**config.mk**
```make
export PLATFORM = sky130hd
export DESIGN_NAME = uart_rx_monitor
export DESIGN_NICKNAME = d
export VERILOG_FILES = /design/src/rtl/uart_rx_monitor.sv
export SDC_FILE = /design/constraint.sdc
export NUM_CORES = 1
export LEC_CHECK = 0
export BUFFER_PORTS_ARGS = -buffer_cell sky130_fd_sc_hd__buf_2
export CORE_ASPECT_RATIO = 1.25
export CORE_UTILIZATION = 25
export DETAILED_ROUTE_END_ITERATION = 6
export RECOVER_POWER = 50
export SYNTH_ARGS = -nofsm -noshare
export SYNTH_HDL_FRONTEND = slang
export SYNTH_SLANG_ARGS = --single-unit
```
**constraint.sdc**
```tcl
create_clock -name tb_clk -period 2.6 [get_ports tb_clk]
set_clock_uncertainty 0.15 [all_clocks]
set_input_delay 0.26 -clock tb_clk [delete_from_list [all_inputs] [get_ports tb_clk]]
set_output_delay 0.26 -clock tb_clk [all_outputs]
set_load 0.02 [all_outputs]
```
**src/rtl/uart_rx_monitor.sv**
```systemverilog
`timescale 1ns/1ps
`default_nettype none
// ============================================================================
//  Module      : uart_rx_monitor
//  Description : UART receiver for 8-bit frames with optional even parity.
//                A 2-flop synchronizer feeds a start/data/parity/stop FSM.
//                Completed frames go to a one-entry holding register with a
//                valid/ready handshake, a sticky overrun flag and a
//                delivered-frame counter.
//  Revision    : 1.0 - initial release
// ============================================================================
module uart_rx_monitor #(
    parameter int BAUD_DIV  = 868,
    parameter int PARITY_EN = 1
) (
    input  logic        tb_clk,
    input  logic        tb_rst_n,
    input  logic        port_txd,
    output logic [7:0]  rx_data,
    output logic        rx_valid,
    input  logic        rx_ready,
    output logic        rx_perr,
    output logic        rx_ferr,
    output logic        ovr_err,
    input  logic        err_clr,
    output logic [15:0] frame_cnt
);

    // Counter reload values: half a bit to reach the start-bit centre,
    // then a full bit between successive sample points.
    localparam logic [15:0] C_HALF_CNT = 16'(BAUD_DIV / 2 - 1);
    localparam logic [15:0] C_FULL_CNT = 16'(BAUD_DIV - 1);

    typedef enum logic [2:0] {
        S_IDLE   = 3'd0,
        S_START  = 3'd1,
        S_DATA   = 3'd2,
        S_PARITY = 3'd3,
        S_STOP   = 3'd4
    } state_t;

    // Synchronizer and edge-detect flops
    logic        sync1_q, sync2_q, rxs_prev_q;
    // Frame decoder flops
    state_t      state_q, state_d;
    logic [15:0] cnt_q, cnt_d;
    logic [2:0]  bit_idx_q, bit_idx_d;
    logic [7:0]  shift_q, shift_d;
    logic        par_err_q, par_err_d;
    // Holding register flops
    logic [7:0]  rx_data_q, rx_data_d;
    logic        rx_valid_q, rx_valid_d;
    logic        rx_perr_q, rx_perr_d;
    logic        rx_ferr_q, rx_ferr_d;
    logic        ovr_err_q, ovr_err_d;
    logic [15:0] frame_cnt_q, frame_cnt_d;

    // Decoder-to-holding-register handoff
    logic        w_rxs;
    logic        w_cnt_zero;
    logic        w_frame_done;
    logic        w_done_ferr;
    logic        w_load;
    logic        w_overrun;

    assign w_rxs      = sync2_q;
    assign w_cnt_zero = (cnt_q == 16'd0);

    // Frame decoder: walks start/data/parity/stop, sampling at counter zero
    always_comb begin
        state_d      = state_q;
        cnt_d        = cnt_q;
        bit_idx_d    = bit_idx_q;
        shift_d      = shift_q;
        par_err_d    = par_err_q;
        w_frame_done = 1'b0;
        w_done_ferr  = 1'b0;
        case (state_q)
            S_IDLE: begin
                // Edge (not level) detection: a line stuck low after a
                // framing error cannot retrigger until it goes high again.
                if (rxs_prev_q && !w_rxs) begin
                    state_d = S_START;
                    cnt_d   = C_HALF_CNT;
                end
            end
            S_START: begin
                if (w_cnt_zero) begin
                    if (w_rxs) begin
                        state_d = S_IDLE;
                    end else begin
                        state_d   = S_DATA;
                        cnt_d     = C_FULL_CNT;
                        bit_idx_d = 3'd0;
                    end
                end else begin
                    cnt_d = cnt_q - 16'd1;
                end
            end
            S_DATA: begin
                if (w_cnt_zero) begin
                    shift_d = {w_rxs, shift_q[7:1]};
                    cnt_d   = C_FULL_CNT;
                    if (bit_idx_q == 3'd7) begin
                        par_err_d = 1'b0;
                        state_d   = (PARITY_EN != 0) ? S_PARITY : S_STOP;
                    end else begin
                        bit_idx_d = bit_idx_q + 3'd1;
                    end
                end else begin
                    cnt_d = cnt_q - 16'd1;
                end
            end
            S_PARITY: begin
                if (w_cnt_zero) begin
                    par_err_d = w_rxs ^ (^shift_q);
                    cnt_d     = C_FULL_CNT;
                    state_d   = S_STOP;
                end else begin
                    cnt_d = cnt_q - 16'd1;
                end
            end
            S_STOP: begin
                if (w_cnt_zero) begin
                    w_frame_done = 1'b1;
                    w_done_ferr  = ~w_rxs;
                    cnt_d        = 16'd0;
                    state_d      = S_IDLE;
                end else begin
                    cnt_d = cnt_q - 16'd1;
                end
            end
            default: begin
                state_d = S_IDLE;
                cnt_d   = 16'd0;
            end
        endcase
    end

    // Holding register: load when empty or being drained, otherwise overrun
    always_comb begin
        w_load      = w_frame_done & (~rx_valid_q | rx_ready);
        w_overrun   = w_frame_done & rx_valid_q & ~rx_ready;
        rx_data_d   = rx_data_q;
        rx_perr_d   = rx_perr_q;
        rx_ferr_d   = rx_ferr_q;
        rx_valid_d  = rx_valid_q;
        frame_cnt_d = frame_cnt_q;
        ovr_err_d   = ovr_err_q;
        if (w_load) begin
            rx_data_d   = shift_q;
            rx_perr_d   = (PARITY_EN != 0) ? par_err_q : 1'b0;
            rx_ferr_d   = w_done_ferr;
            rx_valid_d  = 1'b1;
            frame_cnt_d = frame_cnt_q + 16'd1;
        end else if (rx_valid_q && rx_ready) begin
            rx_valid_d = 1'b0;
        end
        // Overrun takes priority over a clear in the same cycle
        if (w_overrun) begin
            ovr_err_d = 1'b1;
        end else if (err_clr) begin
            ovr_err_d = 1'b0;
        end
    end

    // State registers; synchronizer resets to the idle-high line level
    always_ff @(posedge tb_clk or negedge tb_rst_n) begin
        if (!tb_rst_n) begin
            sync1_q     <= 1'b1;
            sync2_q     <= 1'b1;
            rxs_prev_q  <= 1'b1;
            state_q     <= S_IDLE;
            cnt_q       <= 16'd0;
            bit_idx_q   <= 3'd0;
            shift_q     <= 8'h00;
            par_err_q   <= 1'b0;
            rx_data_q   <= 8'h00;
            rx_valid_q  <= 1'b0;
            rx_perr_q   <= 1'b0;
            rx_ferr_q   <= 1'b0;
            ovr_err_q   <= 1'b0;
            frame_cnt_q <= 16'd0;
        end else begin
            sync1_q     <= port_txd;
            sync2_q     <= sync1_q;
            rxs_prev_q  <= sync2_q;
            state_q     <= state_d;
            cnt_q       <= cnt_d;
            bit_idx_q   <= bit_idx_d;
            shift_q     <= shift_d;
            par_err_q   <= par_err_d;
            rx_data_q   <= rx_data_d;
            rx_valid_q  <= rx_valid_d;
            rx_perr_q   <= rx_perr_d;
            rx_ferr_q   <= rx_ferr_d;
            ovr_err_q   <= ovr_err_d;
            frame_cnt_q <= frame_cnt_d;
        end
    end

    assign rx_data   = rx_data_q;
    assign rx_valid  = rx_valid_q;
    assign rx_perr   = rx_perr_q;
    assign rx_ferr   = rx_ferr_q;
    assign ovr_err   = ovr_err_q;
    assign frame_cnt = frame_cnt_q;

endmodule
`default_nettype wire

```
### After elaboration in Yosys (flattened, before gate mapping)

Cells that the tools add are included.

| operators by class | value |
|---|---|
| add/subtract/negate cells | 3 |
| equality and inequality tests | 14 |
| multiplexer cells | 31 |
| bitwise gates (word level) | 8 |
| reduce and logical (&&, ||, !) cells | 16 |

Operators with widths:

| cell | number |
|---|---|
| 16-bit 2-to-1 mux | 5 |
| 16-bit one-hot mux with 4 select lines | 1 |
| 3-bit 2-to-1 mux | 10 |
| 16-bit by 1-bit adder with 16-bit output (second input constant) | 1 |
| 16-bit zero test | 1 |
| 2-bit inequality test (second input constant) | 8 |
| 16-bit by 1-bit subtractor with 16-bit output (second input constant) | 1 |
| 3-bit one-hot mux with 5 select lines | 1 |
| 1-bit 2-to-1 mux | 11 |
| 2-bit nonzero test | 4 |
| 8-bit parity | 1 |
| 3-bit by 2-bit == test with 1-bit output (second input constant) | 2 |
| 3-bit == test (second input constant) | 2 |
| 3-bit one-hot mux with 2 select lines | 1 |
| 6-bit AND reduction | 1 |
| 5-bit AND reduction | 1 |
| 2-bit AND reduction | 2 |
| 4-bit AND reduction | 1 |
| 3-bit by 1-bit adder with 3-bit output (second input constant) | 1 |
| 1-bit bitwise AND | 3 |
| 3-bit by 1-bit == test with 1-bit output (second input constant) | 1 |
| 3-bit zero test | 1 |
| 3-bit inequality test (second input constant) | 1 |
| 1-bit inverter | 3 |
| other kinds (7) | 8 |

| word-level totals | value |
|---|---|
| register bits | 62 |
| input port bits | 5 |
| output and inout bits | 28 |
| word-level logic and storage cells | 86 |

### Logic depth before layout (Yosys ltp)

| depth | value |
|---|---|
| word-level depth | 6 |
| mapped depth | 9 |
| depth with buffers taken out | 7 |

### Least setup slack after synthesis

No wires, ideal clock.

| path | value |
|---|---|
| path kind | register to register |
| from | register cnt_q[0] |
| to | register shift_q[7] |
| setup time | 128 ps |
| data arrival time | 1,943 ps |
| data required time | 2,322 ps |
| setup slack | 379 ps |
| cell stages (with the launch flop) | 9 |
| buffers on the path | 1 |
| period minus slack after synthesis | 2,221 ps |
| cells stage by stage | dfrtp_1 -> inv_1 -> ha_1 -> nor4b_2 -> and4_1 -> buf_4 -> nand3b_2 -> nor2_4 -> mux2_1 |

| between the ends | value |
|---|---|
| longest elaborated chain between the ends | 2 |

Ends and longest elaborated chain:

| item | RTL line | RTL |
|---|---|---|
| start: declaration | 46 | `logic [15:0] cnt_q, cnt_d;` |
| start signal: assignment | 189 | `cnt_q <= cnt_d;` |
| 16-bit zero test | 67 | `assign w_cnt_zero = (cnt_q == 16'd0);` |
| 2-bit AND reduction (no source line) | -- |  |
| end signal: assignment | 191 | `shift_q <= shift_d;` |
| end: declaration | 48 | `logic [7:0] shift_q, shift_d;` |

No other way between the ends.
A chain may end at the register's enable or synchronous reset.

### Final worst setup path

| path | value |
|---|---|
| from | register cnt_q[0] |
| to | register bit_idx_q[0] |

| between the ends | value |
|---|---|
| longest elaborated chain between the ends | 3 |
| elaborated cells between the ends (all ways) | 4 |

Ends and longest elaborated chain:

| item | RTL line | RTL |
|---|---|---|
| 16-bit zero test * | 67 |  |
| 2-bit inequality test (no source line) | -- |  |
| 5-bit AND reduction (no source line) * | -- |  |
| end signal: assignment | 190 | `bit_idx_q <= bit_idx_d;` |
| end: declaration | 47 | `logic [2:0] bit_idx_q, bit_idx_d;` |

Every way passes the cells marked *; elsewhere a longest branch is shown, timed or not.

==> summary.txt <==
Global routing
  – Largest net degree at the start of global routing: 63
  – Total track usage: 10.6%
  – Global-route wire length before repair: 10,900 microns
  – Initial antenna violation count: 0
  – Vias in the first global route: approximately 2,300
  – Grt ovf: 0

Clock tree
  – CTS buffer count: 9
  – Root Driver: clkbuf_16
  – Post-CTS setup buffer count: 0
  – Clock H-tree levels: 3
  – CTS tree: built
  – Clk Latency, worst-skew pair: 0.33 ns
  – CTS sink cnt: between 60 and 70
  – CTS clk-pin slew, worst paths: about 0.06 ns
  – Clk buf depth: 2

Detailed routing
  – Metal3 WL: roughly 180 microns
  – Number of routed nets with antenna violations: 0
  – 1st-iter DRT viols: around 140
  – Met2 routed WL: roughly 3200 microns
  – Detailed-route DRC error count: 0
  – DR WL/cell: between 10 and 15 microns
  – Max Used Layer: met4
  – Vias/cell: roughly 4.7
  – Vias: between 2,000 and 2,500
  – Wl on met1: 2900 microns
  – DR pass1 iterations: 4
  – Routed wire length: 6440 microns

Pwr
  – LEAKAGE: around 1.8 nW
  – Maximum VDD drop: 367 uV
  – Final Total Pwr: approximately 3.0 mW
  – PwrDens: slightly below 800 mW/mm^2

Floorplan
  – Core Rows: between 40 and 50
  – Die X: about 100 microns
  – Core area: roughly 0.012 sq mm
  – Die H: between 100 and 150 microns
  – Io pins: 33
  – Starting Density: 25.7%
  – Die area: ~0.013 sq mm

Yosys
  – Avg Cell Area, Syn: 11.2 sq um
  – Synth Area in XOR/XNOR: 6.72%
  – Distinct cell type count after synthesis: 61
  – Yosys reg bits: 62
  – Seq/Total Area, Yosys: approximately half
  – Largest family of logic cells by synthesized area: simple AND/OR/NAND/NOR gates
  – Ys flop type: dfrtp_1
  – Synthesized Nets: between 200 and 300
  – Mux share of post-synthesis cell area: 7.16%
  – Synth Area in Adders: under 10%
  – Gate Count Post-Synth: between 200 and 300
  – Asr flop ratio synth: 100%
  – Number of synthesized flops with an enable pin: 0
  – Synth Area in Compound Gates: between 10% and 20%
  – Simple-gate share of the synthesized area: a little under a fifth
  – Synth Warn #: 0
  – Mapped cell area: 0.00313 sq mm

Timing
  – RSZ-0062 raised after global routing: no
  – Min Tclk post-route: roughly 2.4 ns
  – Hold Fails Final Rpt: 0
  – Slew headroom: -4.08%
  – Final period util: a little over 90%
  – Hold Worst Slack: a little over 0.2 ns
  – Slew Limit Fails: 63
  – Slew @ Worst Pin: roughly 1.6 ns
  – F_max: roughly 420 MHz
  – Setup violators final: 0
  – Setup TNS: 0 ns

Finish
  – Area growth syn-to-layout: 22.9%
  – Final instance area: between 0.003 and 0.004 sq mm
  – Cell Count, Final, Fillers Out: 494
  – Share of layout cells above drive strength 1: roughly 23%
  – Ant. Diodes: 0
  – Final #Nets: 334

Placement
  – Placed cell areas: between 0.003 and 0.004 sq mm
  – PortBufs: 32
  – Dpl hpwl: about 4500 microns
  – Gpl congestion: 0.773
  – Placed instance count: between 400 and 500

Run status
  – Outcome: finished with violations
  – Failing checks: capacitance limit, slew limit

Setup path
  – Worst path arrival time: about 2.5 ns
  – Crit path max fanout: 7
  – Crit path kind: flip-flop to flip-flop
  – Worst EP required: approximately 2.7 ns
  – Crit start category: flip-flop
  – CP Capture Type: flip-flop

Flow run
  – Max-cap violation count: 1

Hold path
  – Min-delay worst type: flip-flop to flip-flop
==> final timing paths <==
kind / cells past startpoint / slack, ns / end / from
max: 7 / 0.20 / bit_idx_q[0] / cnt_q[0]
min: 0 / 0.20 / sync2_q / sync1_q
max reg2reg: 7 / 0.20 / bit_idx_q[0] / cnt_q[0]
min reg2reg: 0 / 0.20 / sync2_q / sync1_q
max in group asynchronous: 2 / 1.10 / cnt_q[3] / tb_rst_n
min in group asynchronous: 2 / 0.25 / shift_q[6] / tb_rst_n
==> cells in the final DEF, fill, tap and decap left out, types with 10 or more instances in the layout <==
cell and instances:
buf_2 22, buf_4 13, clkbuf_1 10, dfrtp_1 59
mux2_1 18, nand2_1 22, nor2_1 19, o21ai_0 11
o21ai_1 10, xnor2_1 17
==> critical path: stages, from the launching register on <==
cell,delay (ns)
dfrtp_1,0.42
inv_1,0.07
ha_1,0.20
nor4b_2,0.28
buf_4,0.18
nand4_2,0.21
or3_1,0.48
mux2_2,0.29
==> through the flow <==
stage	setup slack, ns	util (%)
final	0.198	31.6
after CTS	0.136	31.6
after detailed placement	0.160	28.9
after global placement	0.152	28.9
after floorplan	0.379	-
after global routing	0.00188	31.6
==> registers in the layout, indices dropped and copies added (netlist names), 3 cells and up <==
register and count:
frame_cnt 16, shift_q 8, rx_data 8, bit_idx_q 3, cnt_q 16, state_q 3
==> cells in the mapped netlist, types with 4 or more instances <==
master / number / share of area (%)
a21oi_1: 6 / 0.96
nand3_1: 9 / 1.4
nor2_1: 19 / 2.3
xnor2_1: 17 / 4.8
clkbuf_1: 6 / 0.72
o21ai_1: 10 / 1.6
inv_1: 5 / 0.60
dfrtp_1: 59 / 47
a22o_1: 4 / 1.1
o41ai_1: 4 / 1.1
ha_1: 4 / 1.6
nand2_1: 22 / 2.6
o21ai_0: 11 / 1.8
nand4_1: 4 / 0.80
mux2_1: 18 / 6.5
xor2_1: 7 / 2.0
==> routing by layer <==
metal,vias up,track usage (%)
met2,43,17.9
li1,1112,-
met5,-,0
met3,12,2.30
met4,0,4.62
met1,1154,12.9
==> logic make-up after synthesis <==
group | count (synthesis)
adders and majority gates | 4
muxes | 20
and+or+nand+nor | 92
DFF | 62
buffers and inverters | 19
AOI/OAI and AO/OA | 59
xor gates and xnor gates | 24
==> layout make-up <==
cell class | count | area, sq um
fillers | 1258 | 8320
flip-flops and latches | 62 | 1560
multi-input cells | 199 | 1490
repair buffers | 48 | 270
clock buffers | 10 | 239
well taps | 164 | 205
clock inverters | 6 | 70.1
inverters | 5 | 18.8
==> timing repair <==
action / CTS / global route
hold buffers: 2 / 0
endpoints found under the hold margin: 2 / 0
endpoints found under the setup margin: 0 / 7
gates resized for setup: 0 / 4
==> report_power, final <==
part / switching (mW) / internal (mW) / leakage [nW]
registers: 0.173 / 1.08 / 0.829
logic: 0.268 / 0.246 / 0.822
clock network: 0.458 / 0.772 / 0.141
total: 0.898 / 2.10 / 1.79
(Power assumes the default switching activity.)
